===== config.mk =====
export PLATFORM = sky130hd
export DESIGN_NAME = ltc2195_tx_emulator
export DESIGN_NICKNAME = d
export VERILOG_FILES = /design/src/rtl/ltc2195_tx_emulator.sv
export SDC_FILE = /design/constraint.sdc
export NUM_CORES = 1
export LEC_CHECK = 0
export ABC_CLOCK_PERIOD_IN_PS = 6700
export CORE_UTILIZATION = 57
export DETAILED_ROUTE_END_ITERATION = 8
export PLACE_DENSITY = 0.86
export SYNTH_ARGS = -nofsm -noshare
export SYNTH_HDL_FRONTEND = slang
export SYNTH_SLANG_ARGS = --single-unit

===== constraint.sdc =====
create_clock -name clk_in -period 6.7 [get_ports clk_in]
set_input_delay 0.67 -clock clk_in [delete_from_list [all_inputs] [get_ports clk_in]]
set_output_delay 0.67 -clock clk_in [all_outputs]
set_load 0.05 [all_outputs]

===== src/rtl/ltc2195_tx_emulator.sv =====
// LTC2195-style 2-lane serial transmitter: 2-deep sample FIFO feeding an 8-slot
// framed serializer (DCO, FR, D0/D1 lanes) with underflow and frame accounting.
module ltc2195_tx_emulator #(
    parameter logic [15:0] TP                = 16'hA5C3,
    parameter bit          HOLD_ON_UNDERFLOW = 1'b1
) (
    input  logic        clk_in,
    input  logic        rst_in,
    input  logic        run_in,
    input  logic        tp_en_in,
    input  logic        s_valid_in,
    output logic        s_ready_out,
    input  logic [15:0] s_ch0_in,
    input  logic [15:0] s_ch1_in,
    output logic        DCO_out,
    output logic        FR_out,
    output logic [1:0]  D0_out,
    output logic [1:0]  D1_out,
    output logic        underflow_out,
    output logic [7:0]  underflow_cnt_out,
    output logic [15:0] frame_cnt_out
);

    typedef enum logic {IDLE, RUN} state_t;

    state_t      state_q, state_d;
    logic [2:0]  slot_q, slot_d;
    logic [31:0] word_q, word_d;
    logic [31:0] last_q, last_d;
    logic        uf_q, uf_d;
    logic [7:0]  ufcnt_q, ufcnt_d;
    logic [15:0] fcnt_q, fcnt_d;
    logic        dco_q, dco_d;
    logic        fr_q, fr_d;
    logic [1:0]  d0_q, d0_d;
    logic [1:0]  d1_q, d1_d;

    logic [31:0] mem_q [2];
    logic        wr_q, rd_q;
    logic [1:0]  cnt_q;
    logic        full, push, pop, load;
    logic [3:0]  bit_odd, bit_even;

    assign full        = (cnt_q == 2'd2);
    assign s_ready_out = !full;
    assign push        = s_valid_in && !full;

    always_comb begin
        state_d  = state_q;
        slot_d   = slot_q;
        word_d   = word_q;
        last_d   = last_q;
        uf_d     = uf_q;
        ufcnt_d  = ufcnt_q;
        fcnt_d   = fcnt_q;
        load     = 1'b0;
        pop      = 1'b0;
        dco_d    = 1'b0;
        fr_d     = 1'b0;
        d0_d     = '0;
        d1_d     = '0;
        bit_odd  = '0;
        bit_even = '0;

        case (state_q)
            IDLE: begin
                slot_d = 3'd7;
                if (run_in) begin
                    load    = 1'b1;
                    state_d = RUN;
                    slot_d  = 3'd0;
                end
            end
            RUN: begin
                if (slot_q == 3'd7) begin
                    if (run_in) begin
                        load   = 1'b1;
                        slot_d = 3'd0;
                    end else begin
                        state_d = IDLE;
                        slot_d  = 3'd7;
                    end
                end else begin
                    slot_d = slot_q + 3'd1;
                end
            end
            default: state_d = IDLE;
        endcase

        if (load) begin
            fcnt_d = fcnt_q + 16'd1;
            if (tp_en_in) begin
                word_d = {TP, TP};
            end else if (cnt_q != 2'd0) begin
                pop    = 1'b1;
                word_d = mem_q[rd_q];
                last_d = mem_q[rd_q];
            end else begin
                uf_d    = 1'b1;
                ufcnt_d = (ufcnt_q == 8'hFF) ? ufcnt_q : ufcnt_q + 8'd1;
                word_d  = HOLD_ON_UNDERFLOW ? last_q : '0;
            end
        end

        // Output registers are fed from the next slot so slot 0 lands the cycle after a load.
        if (state_d == RUN) begin
            bit_odd  = 4'd15 - {slot_d, 1'b0};
            bit_even = 4'd14 - {slot_d, 1'b0};
            fr_d     = ~slot_d[2];
            dco_d    = ~slot_d[0];
            d0_d     = {word_d[16 + 32'(bit_even)], word_d[16 + 32'(bit_odd)]};
            d1_d     = {word_d[bit_even], word_d[bit_odd]};
        end
    end

    always_ff @(posedge clk_in or posedge rst_in) begin
        if (rst_in) begin
            state_q <= IDLE;
            slot_q  <= 3'd7;
            word_q  <= '0;
            last_q  <= '0;
            uf_q    <= 1'b0;
            ufcnt_q <= '0;
            fcnt_q  <= '0;
            dco_q   <= 1'b0;
            fr_q    <= 1'b0;
            d0_q    <= '0;
            d1_q    <= '0;
        end else begin
            state_q <= state_d;
            slot_q  <= slot_d;
            word_q  <= word_d;
            last_q  <= last_d;
            uf_q    <= uf_d;
            ufcnt_q <= ufcnt_d;
            fcnt_q  <= fcnt_d;
            dco_q   <= dco_d;
            fr_q    <= fr_d;
            d0_q    <= d0_d;
            d1_q    <= d1_d;
        end
    end

    always_ff @(posedge clk_in or posedge rst_in) begin
        if (rst_in) begin
            for (int unsigned i = 0; i < 2; i++) mem_q[i] <= '0;
            wr_q  <= 1'b0;
            rd_q  <= 1'b0;
            cnt_q <= '0;
        end else begin
            if (push) begin
                mem_q[wr_q] <= {s_ch0_in, s_ch1_in};
                wr_q        <= ~wr_q;
            end
            if (pop) rd_q <= ~rd_q;
            cnt_q <= cnt_q + 2'(push) - 2'(pop);
        end
    end

    assign DCO_out           = dco_q;
    assign FR_out            = fr_q;
    assign D0_out            = d0_q;
    assign D1_out            = d1_q;
    assign underflow_out     = uf_q;
    assign underflow_cnt_out = ufcnt_q;
    assign frame_cnt_out     = fcnt_q;

endmodule

==> out/results.md <==
| Step | Quantity | This run |
| --- | --- | --- |
| cts | Clk Latency, worst-skew pair | 430 ps |
| timing | WHS | 470 ps |
| yosys | Number of enable flip-flop cells after synthesis | 0 |
| timing | Post-layout min period | 3340 ps |
| timing | Worst-margin pin slew | 1200 ps |
| yosys | Syn_nets | 679 |
| setup path | Arrival time of data at the critical path endpoint | 3700 ps |
| timing | Clock skew after layout | 9.18 ps |
| timing | Tcrit/Tclk final | 49.9% |
| placed design | # port buffers | 68 |
| cts | Hold Buf Count CTS | 0 |
| timing | Highest achievable clock rate | 299 MHz |
| timing | Worst relative slew slack | 19.8% |
| yosys | Per-instance average area after synthesis | 11.4 sq um |
| yosys | Seq cells post-synth | 167 |
| route | Detailed-route wire length | 15300 um |
| yosys | Complex-gate fraction of the synthesized area | 9.14% |
| cts | Clock sink total | 167 |
| placed design | Instance count after placement with tap cells included | 843 |
| cts | Number of buffers added for setup after CTS | 0 |
| yosys | Number of different library cells in the post-synthesis netlist | 44 |
| yosys | Largest family of logic cells by synthesized area | multiplexers |
| timing | Fin worst setup slack | 3360 ps |
| layout | Layout Nets | 737 |
| timing | Hold Fails Final Rpt | 0 |
| layout | Number of diodes added for antenna fixing | 0 |
| timing | Aggregate negative setup slack | 0 ps |
| yosys | Xor/xnor share of the synthesized area | 3.14% |
| cts | Clock tree from TritonCTS | done |
| run | Max_cap viols | 0 |
| timing | Setup repair after global routing missed its margin | false |
| cts | Clock Tree Root | sky130_fd_sc_hd__clkbuf_16 |
| timing | Pins Over Slew Limit | 0 |
| route | Detailed-route vias per instance | 5.75 |
| placed design | Post-place setup slack | 3420 ps |
| global route | Via count of the first global-routing pass | 5244 |
| cts | Maximum count of clock buffers along a single path | 2 |
| yosys | Simple-gate share of the synthesized area | 10.6% |
| yosys | Synthesized-area fraction occupied by adder cells | 1.04% |
| yosys | Synthesis warning total | 0 |
| placed design | Routability Congestion | 0.885 |
| floorplanning | Die boundary height | 115 um |
| layout | Layout Cells excl Fill | 875 |
| yosys | Predominant post-synthesis flop cell | sky130_fd_sc_hd__dfrtp_1 |
| cts | Number of H-tree branching levels | 4 |
| pwr | Tot Pwr | 4.49 mW |
| yosys | Mux share of post-synthesis cell area | 15.2% |
| global route | Overall track demand over capacity in global routing | 26.0% |
| cts | Clock transition at the registers of the reported paths | 60 ps |
| yosys | Part of the Yosys area used for sequential elements | 57.8% |
| layout | Commonest cells after routing, fill and taps aside | sky130_fd_sc_hd__dfrtp_1 (164), sky130_fd_sc_hd__nor2_1 (69), sky130_fd_sc_hd__a21oi_1 (68), sky130_fd_sc_hd__clkdlybuf4s50_1 (68), sky130_fd_sc_hd__mux2_2 (66) |
| pwr | Max rail drop VDD | 270 uV |
| route | Pre-antenna DRT Iters | 6 |
| floorplanning | Horizontal extent of the die | 115 um |
| route | Initial DRC Count | 444 |
| hold path | Hold Startpoint | frame_cnt_out[15] |
| yosys | FFs w/ async S/R, synth | 100% |
| global route | Maximum number of pins on one net before global-route repair | 110 |
| layout | Most common cell after layout, fill and taps aside | sky130_fd_sc_hd__dfrtp_1 |
| yosys | Synthesized cell area | 7240 sq um |
| floorplanning | Core Rows | 40 |
| setup path | Critical register-to-register path startpoint | slot_q[0] |
| floorplanning | Die Area | 13200 sq um |
| route | Via count | 5028 |
| route | Remaining design rule violation count | 0 |
| placed design | DPL Wire Length | 9920 um |
| layout | Growth of design area from synthesis to finish | 19.0% |
| cts | Number of clock buffers inserted by TritonCTS | 17 |
| global route | Antenna violations before repair | 0 |
| global route | First-pass GRT wire length | 26000 um |
| floorplanning | Placeable Area | 12200 sq um |
| outcome | Outcome | finished clean |
| setup path | Critical Path End Type | flip-flop |
| floorplanning | Total I/O pin count | 69 |
| global route | Sum of overflow across all layers after global routing | 0 |
| cts | Post-CTS sizing | 0 |
| setup path | Critical path class | reg2reg |
| yosys | Mapped Cells | 636 |
| pwr | Leak | 3.77 nW |
| setup path | Element type at the critical path start | flip-flop |
| setup path | Maximum net fanout on the critical path | 66 |
| pwr | Power per cell area | 521 nW/um^2 |
| setup path | Launching element of the worst setup path | slot_q[0] |
| route | Average routed wire per standard cell | 17.5 um |
| setup path | Data required, critical path | 7060 ps |
| layout | Share of layout cells above drive strength 1 | 15.4% |
| route | Final ANT Viol Nets | 0 |
| floorplanning | Initial Util | 59.3% |
| timing | Final Setup Violations | 0 |
| hold path | Path class of the lowest-slack min-delay path | reg2reg |
[path summary, 6_finish.rpt]
check | to | slack (ps) | cells past startpoint
setup / recovery | cnt_q[1] | 3360 | 11
hold / removal | frame_cnt_out[15] | 470 | 1
setup reg to reg | cnt_q[1] | 3360 | 11
hold reg to reg | frame_cnt_out[15] | 470 | 1
max in group asynchronous | word_q[23] | 4550 | 3
min in group asynchronous | wr_q | 840 | 2
[stage by stage]
step           util, %  instance area (sq um)
2_1_floorplan        -                   7240
3_3_place_gp      65.6                   8010
3_5_place_dp      65.6                   8010
4_1_cts           70.6                   8620
5_1_grt           70.6                   8620
6_report          70.6                   8620
[layer usage]
| layer | up-vias | routed length (um) | GRT usage [%] |
|---|---|---|---|
| met4 | 0 | 221 | 9.09 |
| met5 | - | 0 | 0 |
| met1 | 2516 | 6500 | 33.3 |
| met3 | 23 | 694 | 5.29 |
| met2 | 155 | 7860 | 44.4 |
| li1 | 2334 | - | - |
[cells by family after synthesis]
family / after synthesis
and+or+nand+nor: 173
DFF: 167
AOI/OAI and AO/OA: 118
muxes: 102
buffers and inverters: 44
xor gates and xnor gates: 26
adders and majority gates: 6
[final cells by class]
type	instances	area, sq um
clock buffers	22	464
clock inverters	10	146
fillers	901	3600
inverters	8	35.0
multi-input cells	425	2840
flip-flops and latches	167	4180
well taps	168	210
repair buffers	75	733
[Yosys cell counts, types with 10 or more instances]
cell type / count / area share (%)
sky130_fd_sc_hd__dfrtp_1: 164 / 57
sky130_fd_sc_hd__nor2_1: 71 / 3.7
sky130_fd_sc_hd__clkbuf_1: 10 / 0.52
sky130_fd_sc_hd__nor3_1: 11 / 0.76
sky130_fd_sc_hd__mux2i_1: 36 / 5.0
sky130_fd_sc_hd__o21ai_0: 24 / 1.7
sky130_fd_sc_hd__nand2_1: 51 / 2.6
sky130_fd_sc_hd__a21oi_1: 68 / 4.7
sky130_fd_sc_hd__buf_2: 14 / 0.97
sky130_fd_sc_hd__xnor2_1: 19 / 2.3
sky130_fd_sc_hd__mux2_2: 66 / 10
[critical path: stages (launching register included)]
cell	delay, ps
sky130_fd_sc_hd__dfstp_2	700
sky130_fd_sc_hd__ha_1	200
sky130_fd_sc_hd__ha_1	160
sky130_fd_sc_hd__nand2b_1	360
sky130_fd_sc_hd__nand2_2	310
sky130_fd_sc_hd__nor2_4	150
sky130_fd_sc_hd__buf_4	530
sky130_fd_sc_hd__ha_1	340
sky130_fd_sc_hd__inv_1	60
sky130_fd_sc_hd__ha_1	150
sky130_fd_sc_hd__xnor2_1	130
sky130_fd_sc_hd__xnor2_1	130
[flip-flops by register name (all words and copies together) (netlist names), 2 cells and up]
name               flops
cnt_q                  2
underflow_cnt_out      8
frame_cnt_out         16
D0_out                 2
last_q                32
D1_out                 2
slot_q                 3
word_q                32
mem_q                 64
[power by group]
part / total [mW] / leakage [nW] / switching (mW) / internal (mW)
combinational: 1.75 / 1.49 / 1.01 / 0.736
sequential: 1.74 / 1.99 / 0.277 / 1.46
clock: 1.00 / 0.294 / 0.393 / 0.608
(Power assumes the default switching activity.)
